===== config.mk =====
export PLATFORM = sky130hd
export DESIGN_NAME = llr_fg_sched
export DESIGN_NICKNAME = d
export VERILOG_FILES = /design/src/rtl/polar_llr_pkg.sv /design/src/rtl/llr_fg_pe.sv /design/src/rtl/llr_fg_sched.sv
export SDC_FILE = /design/constraint.sdc
export NUM_CORES = 1
export LEC_CHECK = 0
export BUFFER_PORTS_ARGS = -buffer_cell sky130_fd_sc_hd__buf_2
export CORE_UTILIZATION = 52
export CTS_CLUSTER_SIZE = 40
export DETAILED_ROUTE_END_ITERATION = 16
export GPL_ROUTABILITY_DRIVEN = 0
export PLACE_DENSITY = 0.78
export SLEW_MARGIN = 30
export SYNTH_ARGS = -nofsm -noshare
export SYNTH_HDL_FRONTEND = slang
export SYNTH_SLANG_ARGS = --single-unit

===== constraint.sdc =====
create_clock -name clk -period 2.7 [get_ports clk]
set_input_delay 0.135 -clock clk [delete_from_list [all_inputs] [get_ports clk]]
set_output_delay 0.135 -clock clk [all_outputs]
set_load 0.01 [all_outputs]

===== src/rtl/polar_llr_pkg.sv =====
// Shared types and constants for the polar SC decoder LLR datapath.
package polar_llr_pkg;

  localparam int DEF_DATA_WIDTH = 8;
  localparam int LLR_MAX        = 2 ** (DEF_DATA_WIDTH - 1) - 1;
  localparam int LLR_MIN        = -LLR_MAX;

  typedef logic signed [DEF_DATA_WIDTH-1:0] llr_t;

  typedef enum logic {
    OP_F = 1'b0,
    OP_G = 1'b1
  } fg_op_e;

  typedef enum logic [1:0] {
    ST_IDLE  = 2'd0,
    ST_ISSUE = 2'd1,
    ST_DRAIN = 2'd2
  } sched_state_e;

endpackage


===== src/rtl/llr_fg_pe.sv =====
// Combinational f (min-sum) / g processing element for SC polar decoding.
// Define LLR_SAT_EN for symmetric saturation; otherwise results wrap in two's complement.
module llr_fg_pe
  import polar_llr_pkg::*;
#(
  parameter int DATA_WIDTH = DEF_DATA_WIDTH
) (
  input  logic                         op,
  input  logic                         u,
  input  logic signed [DATA_WIDTH-1:0] a,
  input  logic signed [DATA_WIDTH-1:0] b,
  output logic signed [DATA_WIDTH-1:0] res
);

`ifdef LLR_SAT_EN
  localparam logic [DATA_WIDTH-1:0]        MAG_MAX = {1'b0, {(DATA_WIDTH-1){1'b1}}};
  localparam logic signed [DATA_WIDTH:0]   SUM_MAX = {2'b00, {(DATA_WIDTH-1){1'b1}}};
  localparam logic signed [DATA_WIDTH:0]   SUM_MIN = -SUM_MAX;
`endif

  logic [DATA_WIDTH-1:0]        mag_a;
  logic [DATA_WIDTH-1:0]        mag_b;
  logic [DATA_WIDTH-1:0]        mag_min;
  logic                         neg;
  logic signed [DATA_WIDTH:0]   a_x;
  logic signed [DATA_WIDTH:0]   b_x;
  logic signed [DATA_WIDTH:0]   sum;

  always_comb begin
    // Magnitudes are compared unsigned so the wrapped |min| (MSB set) ranks as the largest.
    mag_a = a[DATA_WIDTH-1] ? (~a + 1'b1) : a;
    mag_b = b[DATA_WIDTH-1] ? (~b + 1'b1) : b;
`ifdef LLR_SAT_EN
    if (mag_a[DATA_WIDTH-1]) mag_a = MAG_MAX;
    if (mag_b[DATA_WIDTH-1]) mag_b = MAG_MAX;
`endif
    mag_min = (mag_a < mag_b) ? mag_a : mag_b;
    neg     = a[DATA_WIDTH-1] ^ b[DATA_WIDTH-1];

    a_x = a;
    b_x = b;
    sum = u ? (b_x - a_x) : (b_x + a_x);

    res = '0;
    if (op == OP_F) begin
      res = neg ? (~mag_min + 1'b1) : mag_min;
    end else begin
`ifdef LLR_SAT_EN
      if (sum > SUM_MAX)      res = SUM_MAX[DATA_WIDTH-1:0];
      else if (sum < SUM_MIN) res = SUM_MIN[DATA_WIDTH-1:0];
      else                    res = sum[DATA_WIDTH-1:0];
`else
      res = sum[DATA_WIDTH-1:0];
`endif
    end
  end

endmodule


===== src/rtl/llr_fg_sched.sv =====
// One-stage f/g sequencer: walks the LLR RAM, runs a 3-stage read/PE/write pipeline.
// Saturating arithmetic in the PE is selected with LLR_SAT_EN.
module llr_fg_sched
  import polar_llr_pkg::*;
#(
  parameter  int DATA_WIDTH = DEF_DATA_WIDTH,
  parameter  int N_LOG      = 10,
  parameter  int ADDR_W     = N_LOG + 1,
  localparam int LEN_W      = $clog2(N_LOG)
) (
  input  logic                  clk,
  input  logic                  rst_n,
  input  logic                  cmd_valid,
  output logic                  cmd_ready,
  input  logic                  cmd_op,
  input  logic [LEN_W-1:0]      cmd_len_log,
  input  logic [ADDR_W-1:0]     cmd_src_base,
  input  logic [ADDR_W-1:0]     cmd_dst_base,
  input  logic [N_LOG-1:0]      cmd_ps_base,
  output logic                  rd_en,
  output logic [ADDR_W-1:0]     rd_addr_a,
  output logic [ADDR_W-1:0]     rd_addr_b,
  input  logic [DATA_WIDTH-1:0] rd_data_a,
  input  logic [DATA_WIDTH-1:0] rd_data_b,
  output logic [N_LOG-1:0]      ps_addr,
  input  logic                  ps_bit,
  output logic                  wr_en,
  output logic [ADDR_W-1:0]     wr_addr,
  output logic [DATA_WIDTH-1:0] wr_data,
  output logic                  busy,
  output logic                  done
);

  sched_state_e          state_q, state_d;
  fg_op_e                op_q, op_d;
  logic [N_LOG-1:0]      len_q, len_d;
  logic [N_LOG-1:0]      i_q, i_d;
  logic [ADDR_W-1:0]     src_q, src_d;
  logic [ADDR_W-1:0]     dst_q, dst_d;
  logic [N_LOG-1:0]      ps_base_q, ps_base_d;
  logic                  s1_valid_q, s1_valid_d;
  logic [N_LOG-1:0]      s1_idx_q, s1_idx_d;
  logic                  s1_last_q, s1_last_d;
  logic                  wr_en_q, wr_en_d;
  logic [ADDR_W-1:0]     wr_addr_q, wr_addr_d;
  logic [DATA_WIDTH-1:0] wr_data_q, wr_data_d;
  logic                  done_q, done_d;
  logic                  idle_ready;
  logic                  is_last;
  logic [DATA_WIDTH-1:0] pe_res;

  llr_fg_pe #(.DATA_WIDTH(DATA_WIDTH)) u_pe (
    .op  (op_q),
    .u   (ps_bit),
    .a   (rd_data_a),
    .b   (rd_data_b),
    .res (pe_res)
  );

  always_comb begin
    state_d    = state_q;
    op_d       = op_q;
    len_d      = len_q;
    i_d        = i_q;
    src_d      = src_q;
    dst_d      = dst_q;
    ps_base_d  = ps_base_q;
    s1_valid_d = 1'b0;
    s1_idx_d   = s1_idx_q;
    s1_last_d  = 1'b0;
    wr_en_d    = s1_valid_q;
    wr_addr_d  = wr_addr_q;
    wr_data_d  = wr_data_q;
    done_d     = s1_valid_q & s1_last_q;
    idle_ready = 1'b0;
    busy       = 1'b0;
    rd_en      = 1'b0;
    is_last    = (i_q == (len_q - 1'b1));

    if (s1_valid_q) begin
      wr_addr_d = dst_q + ADDR_W'(s1_idx_q);
      wr_data_d = pe_res;
    end

    case (state_q)
      ST_IDLE: begin
        idle_ready = 1'b1;
        if (cmd_valid) begin
          op_d      = fg_op_e'(cmd_op);
          len_d     = N_LOG'(1) << cmd_len_log;
          src_d     = cmd_src_base;
          dst_d     = cmd_dst_base;
          ps_base_d = cmd_ps_base;
          i_d       = '0;
          state_d   = ST_ISSUE;
        end
      end
      ST_ISSUE: begin
        busy       = 1'b1;
        rd_en      = 1'b1;
        s1_valid_d = 1'b1;
        s1_idx_d   = i_q;
        s1_last_d  = is_last;
        if (is_last) state_d = ST_DRAIN;
        else         i_d     = i_q + 1'b1;
      end
      ST_DRAIN: begin
        busy = 1'b1;
        // Leave only after the done cycle so cmd_ready rises one cycle later.
        if (done_q) state_d = ST_IDLE;
      end
      default: state_d = ST_IDLE;
    endcase
  end

  assign cmd_ready = idle_ready & rst_n;
  assign rd_addr_a = src_q + ADDR_W'(i_q);
  assign rd_addr_b = src_q + ADDR_W'(len_q) + ADDR_W'(i_q);
  assign ps_addr   = ps_base_q + i_q;
  assign wr_en     = wr_en_q;
  assign wr_addr   = wr_addr_q;
  assign wr_data   = wr_data_q;
  assign done      = done_q;

  always_ff @(posedge clk or negedge rst_n) begin
    if (!rst_n) begin
      state_q    <= ST_IDLE;
      op_q       <= OP_F;
      len_q      <= '0;
      i_q        <= '0;
      src_q      <= '0;
      dst_q      <= '0;
      ps_base_q  <= '0;
      s1_valid_q <= 1'b0;
      s1_idx_q   <= '0;
      s1_last_q  <= 1'b0;
      wr_en_q    <= 1'b0;
      wr_addr_q  <= '0;
      wr_data_q  <= '0;
      done_q     <= 1'b0;
    end else begin
      state_q    <= state_d;
      op_q       <= op_d;
      len_q      <= len_d;
      i_q        <= i_d;
      src_q      <= src_d;
      dst_q      <= dst_d;
      ps_base_q  <= ps_base_d;
      s1_valid_q <= s1_valid_d;
      s1_idx_q   <= s1_idx_d;
      s1_last_q  <= s1_last_d;
      wr_en_q    <= wr_en_d;
      wr_addr_q  <= wr_addr_d;
      wr_data_q  <= wr_data_d;
      done_q     <= done_d;
    end
  end

endmodule


# == Word-level counts from Yosys, hierarchy flattened ==
# Index checks and enable logic that the tools add are counted.
# op_classes
eq_ne,7
n_mux,17
order_cmp,1
n_bitwise,6
n_shift,1
reduce_logical,6
addsub,12
# op_table
op,n
8-bit two-way mux,6
11-bit by 10-bit adder with 11-bit output,4
8-bit by 1-bit adder with 8-bit output (second input constant),3
8-bit NOT,3
10-bit two-way mux,2
10-bit one-hot mux with 2 select lines,1
10-bit by 1-bit adder with 10-bit output (second input constant),1
10-bit adder,1
10-bit equality test,1
1-bit by 4-bit left shift with 10-bit output (first input constant),1
10-bit by 1-bit subtractor with 10-bit output (second input constant),1
8-bit adder,1
8-bit < comparator,1
2-bit != test (second input constant),4
8-bit subtractor,1
2-bit two-way mux,3
2-bit one-hot mux with 3 select lines,1
3-bit AND reduction,2
1-bit two-way mux,4
1-bit AND,2
2-bit by 1-bit equality test with 1-bit output (second input constant),1
2-bit equality test (second input constant),1
2-bit logical NOT,1
2-bit AND reduction,1
3 further kinds,3
# word_totals
register_bits,88
in_bits,57
elab_cells,64

# == Logic depth before layout (Yosys ltp) ==
# Gate-level depths: netlist (run 1).
# depth
word_depth,9
depth_mapped,16
mapped_depth_nobuf,16

# == Cells and area by module ==
# A second synthesis (run 1) with hierarchy kept.
# unflattened
cells_unflattened,725
hier_area_um2,7143.1
# by_module_without_submodules
module,n_inst,cells_each,area_per_inst_um2
llr_fg_sched,1,529,5674.2
llr_fg_pe,1,196,1468.9

# == Worst setup path after synthesis (run 1) ==
# Ideal clock, no wire load.
# synth_path
kind,input port to flip-flop
from,input rd_data_a[0]
to,"register wr_data_q[6], in the netlist wr_data[6]"
cell_stages,15
setup_ns,0.147
arrival_time_ns,3.163
slack_ns,-0.610
path_cell_list,inv_1 ha_1 or3b_2 nor3_1 nand2b_1 xor2_1 inv_1 ha_1 o2111a_1 o31a_1 nor2_1 mux2_2 a21oi_1 mux2i_1 o311ai_0
# synth_between
elab_chain_cells,9
word_cells_on_any_way,12
classes_between,add/sub (4); order compare (1); mux (5); bitwise (2)
# synth_lines
element,line,source
from (decl),llr_fg_sched.sv:23,"input logic [DATA_WIDTH-1:0] rd_data_a,"
8-bit NOT,llr_fg_pe.sv:31,mag_a = a[DATA_WIDTH-1] ? (~a + 1'b1) : a;
8-bit by 1-bit adder with 8-bit output,llr_fg_pe.sv:31,
8-bit two-way mux,llr_fg_pe.sv:31,
8-bit < comparator,llr_fg_pe.sv:37,mag_min = (mag_a < mag_b) ? mag_a : mag_b;
8-bit two-way mux,llr_fg_pe.sv:37,
8-bit NOT,llr_fg_pe.sv:46,res = neg ? (~mag_min + 1'b1) : mag_min;
8-bit by 1-bit adder with 8-bit output,llr_fg_pe.sv:46,
8-bit two-way mux,llr_fg_pe.sv:46,
8-bit two-way mux (*),llr_fg_pe.sv:45,if (op == OP_F) begin
to (signal assigned),llr_fg_sched.sv:154,wr_data_q <= wr_data_d;
to (decl),llr_fg_sched.sv:46,"logic [DATA_WIDTH-1:0] wr_data_q, wr_data_d;"
# Every way passes the cells marked *; elsewhere a longest branch is shown, timed or not.
# A chain may end at the register's enable or synchronous reset.

# == Worst setup path after layout (run 1) ==
# layout_path
from,register i_q[1]
to,output rd_addr_b[9]
# layout_between
elab_chain_cells,1
# layout_lines
element,line,source
from (decl),llr_fg_sched.sv:37,"logic [N_LOG-1:0] i_q, i_d;"
from (signal assigned),llr_fg_sched.sv:145,i_q <= i_d;
11-bit by 10-bit adder with 11-bit output,llr_fg_sched.sv:118,assign rd_addr_b = src_q + ADDR_W'(len_q) + ADDR_W'(i_q);
to (decl),llr_fg_sched.sv:22,"output logic [ADDR_W-1:0] rd_addr_b,"
# No other way between the ends.

==> flow_summary_export.csv, run 1 <==
group,metric,value,unit
run_status,outcome,"complete, but fails checks",
run_status,violations,"setup timing",
die,core,12600,µm²
critical_path,cp-start-kind,"register",
flow_run,maxCapViolCount,0,
pwr,p_int,2.26,mW
synth,syn_avg_cell_area,9.70,µm²
drt,drtAntennaViolNets,0,
die,die-height,115,µm
synth,async_flop_share,1.00,
pwr,p_switching,0.877,mW
critical_path,ff2ff_setup_slack,0.02,ns
critical_path,critical_path_class,"reg2out",
place,dp.cells,1026,
critical_path,critPathRequiredTime,2.57,ns
drt,wl,20400,µm
synth,syn-cell-area,6690,µm²
clock_network,numCtsBuffers,9,
place,portBuffers,112,
die,io-pin-count,113,
timing,finClkSkew,0.00531,ns
final_layout,final_nets,1048,
timing,tightest_slew,0.712,ns
timing,period_needed,3.25,ns
synth,syn_inst,690,
die,die_w,115,µm
pwr,peakVddDrop,0.000308,V
pwr,p_clk_frac,0.375,
clock_network,cts_tree,"built",
clock_network,h-tree-depth,3,
final_layout,antennaDiodeCount,0,
final_layout,drive_gt1_frac,0.425,
global_route,overflow,0,
clock_network,clock_path_buffers,2,
timing,post-route-period-util,1.20,
place,hpwl,13200,µm
drt,first_pass_iters,5,
die,num_rows,41,
final_layout,final_util,0.728,
timing,final.setup.worst_slack,-0.545,ns
clock_network,clkLatencyLatePin,0.34,ns
global_route,first_global_vias,6326,
final_layout,fin_cells,1090,
critical_path,crit_fanout,3,
pwr,p_seq_frac,0.420,
min_path,whs_endpoint,"dst_q[1]",
pwr,pwr-share-comb,0.205,
critical_path,critPathArrivalTime,3.11,ns
pwr,power_leakage,4.75,nW
final_layout,layout_commonest_cell,"buf_2",
drt,detail_route.vias_per_cell,5.81,
drt,route.detailed.drc,0,
min_path,holdPathStages,2,
drt,drt-initial-drc-count,482,
critical_path,r2r_end,"state_q[0]",
global_route,grt_pass1_wl,30300,µm
timing,slew_headroom,0.522,
synth,ys.flop_type,"dfrtp_1",
final_layout,area_growth,36.7,%
clock_network,clk_pin_slew_worst_paths,0.07,ns
min_path,hp-class,"in2reg",
critical_path,reg2reg_depth,9,
synth,synthTopCellsByArea,"dfrtp_1 (33%), ha_1 (12%), mux2_2 (8.4%), xnor2_1 (6.8%), fa_1 (4.5%)",
critical_path,setup.worst_path.end_class,"output port",
global_route,track_usage,0.293,
clock_network,clock-sinks,88,
min_path,holdCritStartpoint,"cmd_dst_base[1]",
timing,whs,0.0160,ns
synth,yosysSeqAreaShare,0.329,
pwr,switching_share,0.280,
timing,final_max_slew_viol_count,0,
global_route,antenna_found_initial,0,
pwr,power,3.14,mW
final_layout,mostFrequentLayoutCells,"buf_2 (109), buf_4 (103), dfrtp_1 (86), ha_1 (53), inv_1 (51)",
timing,max_freq,308,MHz
synth,ys_ff_latch,88,
synth,synth_largest_area_cell,"dfrtp_1",
die,start_util,0.532,
synth,synth.distinct_cells,63,
synth,netlist.area_leader.share,0.329,
critical_path,worst_r2r_startpoint,"len_q[3]",
timing,tns,-3.92,ns
clock_network,root_buffer,"clkbuf_16",
drt,dr_total_vias,6331,
synth,synth_edf_count,0,
timing,hold_viol,0,
synth,yosysWarningCount,0,
synth,syn_nets,825,
timing,final-setup-viol-count,20,
global_route,grt_max_degree,50,
drt,post_drt_wl_per_cell,18.7,µm
pwr,p_per_area,343,nW/µm²
die,dieArea,13300,µm²
timing,rsz0062_at_grt,"true",
[state kept, by name (all words and copies together), names as in the netlist, 2 cells and up]
signal	count
dst_q	11
i_q	10
len_q	10
ps_base_q	10
s1_idx_q	10
src_q	11
state_q	2
wr_addr	11
wr_data	8
[per-stage QoR]
| step | setup slack [ns] | cell area (µm²) |
|---|---|---|
| after floorplan | -0.213 | 6770 |
| after global placement | -0.362 | 7990 |
| after detailed placement | -0.493 | 7990 |
| after CTS | -0.426 | 8710 |
| after global routing | -0.643 | 9150 |
| final | -0.545 | 9150 |
[cell usage after synthesis (all sizes together), types with 7 or more instances]
| cell type | n |
|---|---|
| a21boi | 8 |
| a21o | 12 |
| a21oi | 35 |
| clkbuf | 15 |
| dfrtp | 88 |
| fa | 15 |
| ha | 63 |
| inv | 58 |
| mux2 | 51 |
| mux2i | 8 |
| nand2 | 42 |
| nand2b | 9 |
| nand3 | 10 |
| nor2 | 44 |
| nor2b | 11 |
| nor3 | 16 |
| nor4 | 7 |
| o21ai | 42 |
| xnor2 | 52 |
| xor2 | 25 |
[final cells by class]
type,count,area [µm²]
Clock buffer,9,225
Clock inverter,7,55.1
Fill cell,794,3420
Inverter,58,228
Multi-Input combinational cell,524,4670
Sequential cell,88,2200
Tap cell,172,215
Timing Repair Buffer,232,1550
[worst max path at each step]
stage,cells past startpoint,slack [ns],endpoint,startpoint
floorplan,14,-0.21,wr_data[6],rd_data_a[2]
global placement,16,-0.36,wr_data[6],rd_data_a[1]
detailed placement,17,-0.49,wr_data[6],rd_data_a[1]
CTS,13,-0.43,rd_addr_b[9],len_q[1]
global route,13,-0.64,rd_addr_b[9],i_q[1]
finish,13,-0.55,rd_addr_b[9],i_q[1]
[power groups by stage]
stage | clock [mW] | sequential (mW) | combinational (mW)
2_1_floorplan | 0 | 1.34 | 0.291
3_3_place_gp | 0 | 1.34 | 0.508
3_5_place_dp | 0 | 1.34 | 0.531
4_1_cts | 1.19 | 1.32 | 0.556
5_1_grt | 1.25 | 1.32 | 0.696
6_report | 1.18 | 1.32 | 0.644
[timing repair]
| action | 4_1_cts | 5_1_grt |
|---|---|---|
| pin swaps | 57 | 68 |
| gates resized for setup | 66 | 67 |
| endpoints found under the setup margin | 14 | 34 |
| hold buffers | 1 | 0 |
| hold endpoints to repair | 41 | 0 |
| setup buffers | 33 | 20 |
[worst max-delay path: stages (launching register included)]
cell	delay (ns)
dfrtp_2	0.47
fa_1	0.52
ha_2	0.21
inv_2	0.04
fa_2	0.34
nor2b_2	0.13
o21ai_2	0.08
a21boi_2	0.18
o21a_1	0.19
o21ai_2	0.08
nand2b_1	0.13
a21oi_2	0.08
xnor2_1	0.17
buf_2	0.16
[layer usage]
layer / part of all wire / global-route usage / vias to the layer above / routed length, µm
met1: 0.38 / 0.353 / 3075 / 7800
met2: 0.50 / 0.500 / 301 / 10300
li1: - / - / 2867 / -
met4: 0.050 / 0.145 / 0 / 1020
met3: 0.066 / 0.0617 / 88 / 1340
met5: 0 / 0 / - / 0
[logic make-up (layout without fill, tap and decap cells)]
logic type,count (synthesis),in the layout,share of synthesized area
multiplexers,59,59,0.0978
buffers and inverters,78,306,0.0451
adder cells (fa/ha/maj),78,78,0.163
AND/OR/NAND/NOR,166,166,0.126
XOR/XNOR,77,77,0.101
flip-flops,88,88,0.329
AO/OA/AOI/OAI,144,144,0.139
(Power assumes the default switching activity.)
==> inputs of run 2 (changes only) <==
--- a/config.mk
+++ b/config.mk
@@ -6,7 +6,7 @@
 export NUM_CORES = 1
 export LEC_CHECK = 0
 export BUFFER_PORTS_ARGS = -buffer_cell sky130_fd_sc_hd__buf_2
-export CORE_UTILIZATION = 52
+export CORE_UTILIZATION = 53
 export CTS_CLUSTER_SIZE = 40
 export DETAILED_ROUTE_END_ITERATION = 16
 export GPL_ROUTABILITY_DRIVEN = 0
@@ -14,4 +14,5 @@
 export SLEW_MARGIN = 30
 export SYNTH_ARGS = -nofsm -noshare
 export SYNTH_HDL_FRONTEND = slang
+export SYNTH_HIERARCHICAL = 1
 export SYNTH_SLANG_ARGS = --single-unit
==> flow_summary_export.csv, run 2 <==
group,metric,value,unit
timing,tightest_slew,0.729,ns
final_layout,final_nets,1095,
synth,syn_avg_cell_area,9.85,µm²
critical_path,slowest_stage,"fa_1",
drt,dr_total_vias,6475,
pwr,p_seq_frac,0.232,
min_path,hp-class,"in2reg",
clock_network,clock-sinks,88,
critical_path,worst_r2r_startpoint,"len_q[1]",
clock_network,numCtsBuffers,9,
pwr,p_int,5.65,mW
drt,drt-initial-drc-count,392,
die,core,13200,µm²
synth,yosysMostFrequentCell,"dfrtp_1",
die,start_util,0.542,
synth,synthTopCellsByArea,"dfrtp_1 (31%), ha_1 (11%), mux2_2 (9.1%), xnor2_1 (6.4%), fa_1 (4.2%)",
die,die-height,118,µm
clock_network,clock_path_buffers,2,
clock_network,h-tree-depth,3,
die,die_w,118,µm
synth,yosysWarningCount,6,
synth,synth_edf_count,0,
min_path,holdPathStages,2,
pwr,p_per_area,1010,nW/µm²
synth,synth_top_family_by_area,"adder cells",
timing,hold_viol,0,
critical_path,critical_path_class,"reg2out",
clock_network,clk_pin_slew_worst_paths,0.06,ns
synth,synthSimpleGateAreaFrac,0.143,
synth,yosysSeqAreaShare,0.308,
final_layout,layout_commonest_cell,"buf_4",
critical_path,crit_fanout,3,
timing,rsz0062_at_grt,"true",
die,dieArea,13900,µm²
timing,final_max_slew_viol_count,0,
run_status,violations,"setup timing",
drt,routed.top_layer,"met4",
min_path,whs_endpoint,"src_q[1]",
timing,period_needed,3.21,ns
flow_run,maxCapViolCount,0,
synth,async_flop_share,1.00,
final_layout,drive_gt1_frac,0.451,
drt,wl,19800,µm
place,hpwl,13300,µm
timing,slew_headroom,0.514,
pwr,switching_share,0.424,
synth,synth_fa_ha_area_frac,0.152,
die,io-pin-count,113,
final_layout,area_growth,36.1,%
drt,wl_met1,8380,µm
global_route,first_global_vias,6395,
synth,ys.flop_type,"dfrtp_1",
global_route,grt_max_degree,40,
pwr,pwr-share-comb,0.653,
drt,first_pass_iters,5,
synth,ys_ff_latch,88,
critical_path,cp-start-kind,"register",
min_path,holdCritStartpoint,"cmd_src_base[1]",
drt,drtAntennaViolNets,0,
global_route,antenna_found_initial,0,
timing,final-setup-viol-count,16,
final_layout,fin_area,9720,µm²
drt,wl_met3,1020,µm
final_layout,final_util,0.737,
pwr,power,9.81,mW
place,place_area,8670,µm²
final_layout,fillers,907,
clock_network,cts_tree,"built",
pwr,p_clk_frac,0.115,
critical_path,critPathRequiredTime,2.57,ns
synth,synth_xor_area_frac,0.0979,
die,num_rows,42,
run_status,outcome,"complete, but fails checks",
critical_path,ff2ff_setup_slack,0.07,ns
drt,detail_route.vias_per_cell,5.68,
synth,muxShareOfSynthArea,0.107,
critical_path,critPathArrivalTime,3.07,ns
clock_network,clkLatencyLatePin,0.35,ns
critical_path,cp_common_cell,"a21oi_2",
drt,post_drt_wl_per_cell,17.4,µm
global_route,track_usage,0.276,
synth,synth.distinct_cells,72,
synth,synth_largest_area_cell,"dfrtp_1",
critical_path,r2r_end,"state_q[1]",
place,portBuffers,112,
timing,finClkSkew,0.00871,ns
pwr,peakVddDrop,0.000474,V
final_layout,antennaDiodeCount,0,
critical_path,setup.worst_path.end_class,"output port",
synth,syn_nets,860,
timing,max_freq,312,MHz
drt,wl_met2,9860,µm
synth,syn_inst,725,
place,place_ws,-0.811,ns
timing,final.setup.worst_slack,-0.508,ns
pwr,p_switching,4.16,mW
global_route,grt_pass1_wl,30700,µm
clock_network,root_buffer,"clkbuf_16",
synth,synth_compound_area_frac,0.148,
final_layout,mostFrequentLayoutCells,"buf_4 (124), buf_2 (109), dfrtp_1 (86), ha_1 (53), mux2_2 (50)",
critical_path,reg2reg_depth,12,
critical_path,max_stage_delay,0.46,ns
global_route,overflow,0,
pwr,power_leakage,4.66,nW
timing,post-route-period-util,1.19,
synth,syn-cell-area,7140,µm²
synth,ys_top_cells_by_count,"dfrtp_1 (88), ha_1 (63), mux2_2 (58)",
synth,netlist.area_leader.share,0.308,
critical_path,worstPathCellList,"buf_6 -> fa_1 -> buf_4 -> fa_2 -> a21oi_2 -> nor2_1 -> nor2_1 -> o21bai_1 -> a21oi_2 -> o21bai_1 -> a21oi_2 -> xnor2_1 -> buf_2",
drt,route.detailed.drc,0,
==> run 2: how the worst max path moves through the flow <==
stage	start	to	slack, ns	cells past startpoint
finish	i_q[2]	rd_addr_b[9]	-0.51	13
detailed placement	rd_data_a[1]	wr_data[5]	-0.81	17
global route	i_q[2]	rd_addr_b[9]	-0.57	13
floorplan	rd_data_a[1]	wr_data[7]	-0.45	16
CTS	i_q[2]	rd_addr_b[9]	-0.45	13
global placement	rd_data_a[1]	wr_data[7]	-0.72	17
==> run 2: through the flow <==
stage | hold WS, ns | std cells | setup TNS [ns]
after detailed placement | 0.0711 | 1092 | -6.20
after global placement | 0.0686 | 1092 | -5.34
after floorplan | -0.161 | 725 | -1.70
after CTS | 0.00910 | 1129 | -3.56
final | 0.0154 | 1139 | -3.45
after global routing | 0.0125 | 1139 | -5.23
==> run 2: worst max-delay path, delay by kind of cell (launching register included) <==
kind                     cells  cell delay, ns
adder cells (fa/ha/maj)      2            0.84
AO/OA/AOI/OAI                5            0.66
buffers and inverters        3            0.46
flip-flops                   1            0.43
AND/OR/NAND/NOR              2            0.17
XOR/XNOR                     1            0.15
==> run 2: logic make-up (layout without fill, tap and decap cells) <==
| group | Yosys count | after routing |
|---|---|---|
| compound gates | 153 | 153 |
| xor+xnor | 79 | 79 |
| fa+ha+maj | 78 | 78 |
| buf+inv | 78 | 316 |
| flops | 88 | 88 |
| mux | 67 | 67 |
| simple gates | 182 | 182 |
==> run 2: final cells by class <==
cell class | count | area (µm²) | share of cell area
Clock buffer | 10 | 229 | 0.0235
Multi-Input combinational cell | 559 | 5160 | 0.531
Timing Repair Buffer | 246 | 1640 | 0.169
Tap cell | 176 | 220 | 0.0226
Inverter | 56 | 240 | 0.0247
Clock inverter | 4 | 23.8 | 0.00244
Sequential cell | 88 | 2200 | 0.227
==> run 2: routing by layer <==
metal	global-route usage	vias up
li1	-	3045
met1	0.354	3157
met2	0.467	227
met3	0.0528	46
met4	0.0905	0
met5	0	-
==> run 2: repair_timing <==
item                                   in CTS  in global routing
setup endpoints to repair                  24                 33
setup buffers                              23                 19
resized for setup                          70                 67
hold buffers                                1                  0
endpoints found under the hold margin      25                  0
pin swaps                                  43                 54
==> run 2: power by group through the flow <==
stage | combinational, mW | sequential (mW) | clock [mW]
6_report | 6.41 | 2.27 | 1.13
5_1_grt | 6.91 | 2.34 | 1.20
4_1_cts | 5.84 | 2.24 | 1.15
3_5_place_dp | 5.28 | 2.24 | 0
3_3_place_gp | 5.13 | 2.23 | 0
2_1_floorplan | 3.40 | 2.23 | 0
==> inputs of run 3 (changes only) <==
--- a/config.mk
+++ b/config.mk
@@ -11,7 +11,8 @@
 export DETAILED_ROUTE_END_ITERATION = 16
 export GPL_ROUTABILITY_DRIVEN = 0
 export PLACE_DENSITY = 0.78
-export SLEW_MARGIN = 30
+export RECOVER_POWER = 25
+export SLEW_MARGIN = 5
 export SYNTH_ARGS = -nofsm -noshare
 export SYNTH_HDL_FRONTEND = slang
 export SYNTH_HIERARCHICAL = 1
==> flow_summary_export.csv, run 3 (same netlist as run 2, synthesis figures left out) <==
group,metric,value,unit
run_status,outcome,"complete, but fails checks",
run_status,violations,"setup timing",
critical_path,cp-start-kind,"register",
drt,dr_total_vias,6486,
clock_network,clock-sinks,88,
place,place_area,8670,µm²
timing,tightest_slew,1.46,ns
timing,finClkSkew,0.00964,ns
place,hpwl,13300,µm
global_route,track_usage,0.276,
place,portBuffers,112,
global_route,overflow,0,
flow_run,maxCapViolCount,0,
final_layout,layout_commonest_cell,"buf_4",
global_route,antenna_found_initial,0,
drt,post_drt_wl_per_cell,17.3,µm
final_layout,area_growth,35.7,%
timing,hold_viol,0,
clock_network,cts_tree,"built",
global_route,first_global_vias,6395,
clock_network,clkLatencyLatePin,0.35,ns
drt,wl,19700,µm
final_layout,final_nets,1095,
timing,final.setup.worst_slack,-0.505,ns
timing,period_needed,3.21,ns
timing,slew_headroom,0.0249,
final_layout,final_util,0.735,
timing,tns,-3.44,ns
clock_network,clock_path_buffers,2,
critical_path,critPathArrivalTime,3.07,ns
pwr,power_leakage,4.60,nW
die,die-height,118,µm
die,core,13200,µm²
clock_network,numCtsBuffers,9,
clock_network,clk_pin_slew_worst_paths,0.06,ns
drt,detail_route.vias_per_cell,5.69,
die,io-pin-count,113,
die,die_w,118,µm
drt,route.detailed.drc,0,
final_layout,fin_cells,1139,
final_layout,fillers,920,
drt,drtAntennaViolNets,0,
die,dieArea,13900,µm²
pwr,p_per_area,1010,nW/µm²
min_path,hp-class,"in2reg",
drt,first_pass_iters,6,
timing,max_freq,312,MHz
die,start_util,0.542,
critical_path,critical_path_class,"reg2out",
timing,rsz0062_at_grt,"true",
final_layout,antennaDiodeCount,0,
die,num_rows,42,
final_layout,mostFrequentLayoutCells,"buf_4 (121), buf_2 (95), dfrtp_1 (86), ha_1 (53), mux2_2 (50)",
drt,drt-initial-drc-count,408,
final_layout,drive_gt1_frac,0.434,
clock_network,h-tree-depth,3,
place,dp.cells,1092,
critical_path,setup.worst_path.end_class,"output port",
timing,post-route-period-util,1.19,
timing,final_max_slew_viol_count,0,
global_route,grt_pass1_wl,30700,µm
clock_network,root_buffer,"clkbuf_16",
final_layout,fin_area,9700,µm²
critical_path,crit_fanout,3,
pwr,peakVddDrop,0.000473,V
critical_path,critPathRequiredTime,2.57,ns
timing,final-setup-viol-count,16,
global_route,grt_max_degree,40,
-- run 3: cell types whose count changed in the layout (fill, tap and decap cells not counted), sizes merged --
| cell | before | now |
|---|---|---|
| clkbuf | 10 | 27 |
| buf | 245 | 228 |
-- run 3: final timing paths --
kind,depth (start not counted),start,slack [ns],to
worst max register to register,6,s1_valid_q,0.08,wr_addr[10]
min in group asynchronous,2,rst_n,0.67,dst_q[10]
max in group asynchronous,3,rst_n,0.65,len_q[2]
worst max-delay path,13,i_q[2],-0.51,rd_addr_b[9]
worst min-delay path,2,cmd_src_base[1],0.02,src_q[1]
worst min register to register,1,s1_last_q,0.45,done
-- run 3: area by class of cell --
type,instances,area [µm²],area share
Multi-Input combinational cell,559,5160,0.532
Clock inverter,4,23.8,0.00245
Sequential cell,88,2200,0.227
Inverter,56,240,0.0248
Tap cell,176,220,0.0227
Timing Repair Buffer,246,1620,0.167
Clock buffer,10,229,0.0236
-- run 3: through the flow --
stage          total power, mW  hold WS, ns  setup slack, ns
6_report                  9.78       0.0154           -0.505
2_1_floorplan             5.63       -0.161           -0.453
3_3_place_gp              7.36       0.0686           -0.719
3_5_place_dp              7.52       0.0711           -0.811
5_1_grt                   10.4       0.0125           -0.572
4_1_cts                   9.23      0.00910           -0.454
-- run 3: power breakdown --
part	total [mW]	switching, mW	internal, mW
combinational	6.38	3.18	3.19
sequential	2.28	0.454	1.82
clock	1.13	0.517	0.610
total	9.78	4.15	5.63
-- run 3: what timing repair did --
item | in CTS | in global routing
hold buffers | 1 | 0
endpoints found under the hold margin | 25 | 0
pin swaps | 43 | 54
endpoints found under the setup margin | 24 | 33
gates cloned | 0 | 0
resized for setup | 70 | 67
buffers inserted | 23 | 19
-- run 3: critical path, stage by stage, from the launching register on --
cell,delay [ns]
dfrtp_1,0.43
buf_6,0.14
fa_1,0.46
buf_4,0.16
fa_2,0.38
a21oi_2,0.13
nor2_1,0.05
nor2_1,0.12
o21bai_1,0.10
a21oi_2,0.16
o21bai_1,0.11
a21oi_2,0.16
xnor2_1,0.15
buf_2,0.16
-- run 3: metal layers --
metal,global-route usage,vias up,share of wire
met4,0.0905,0,0.026
met1,0.354,3156,0.42
met3,0.0528,45,0.053
li1,-,3048,-
met2,0.467,237,0.50
met5,0,-,0
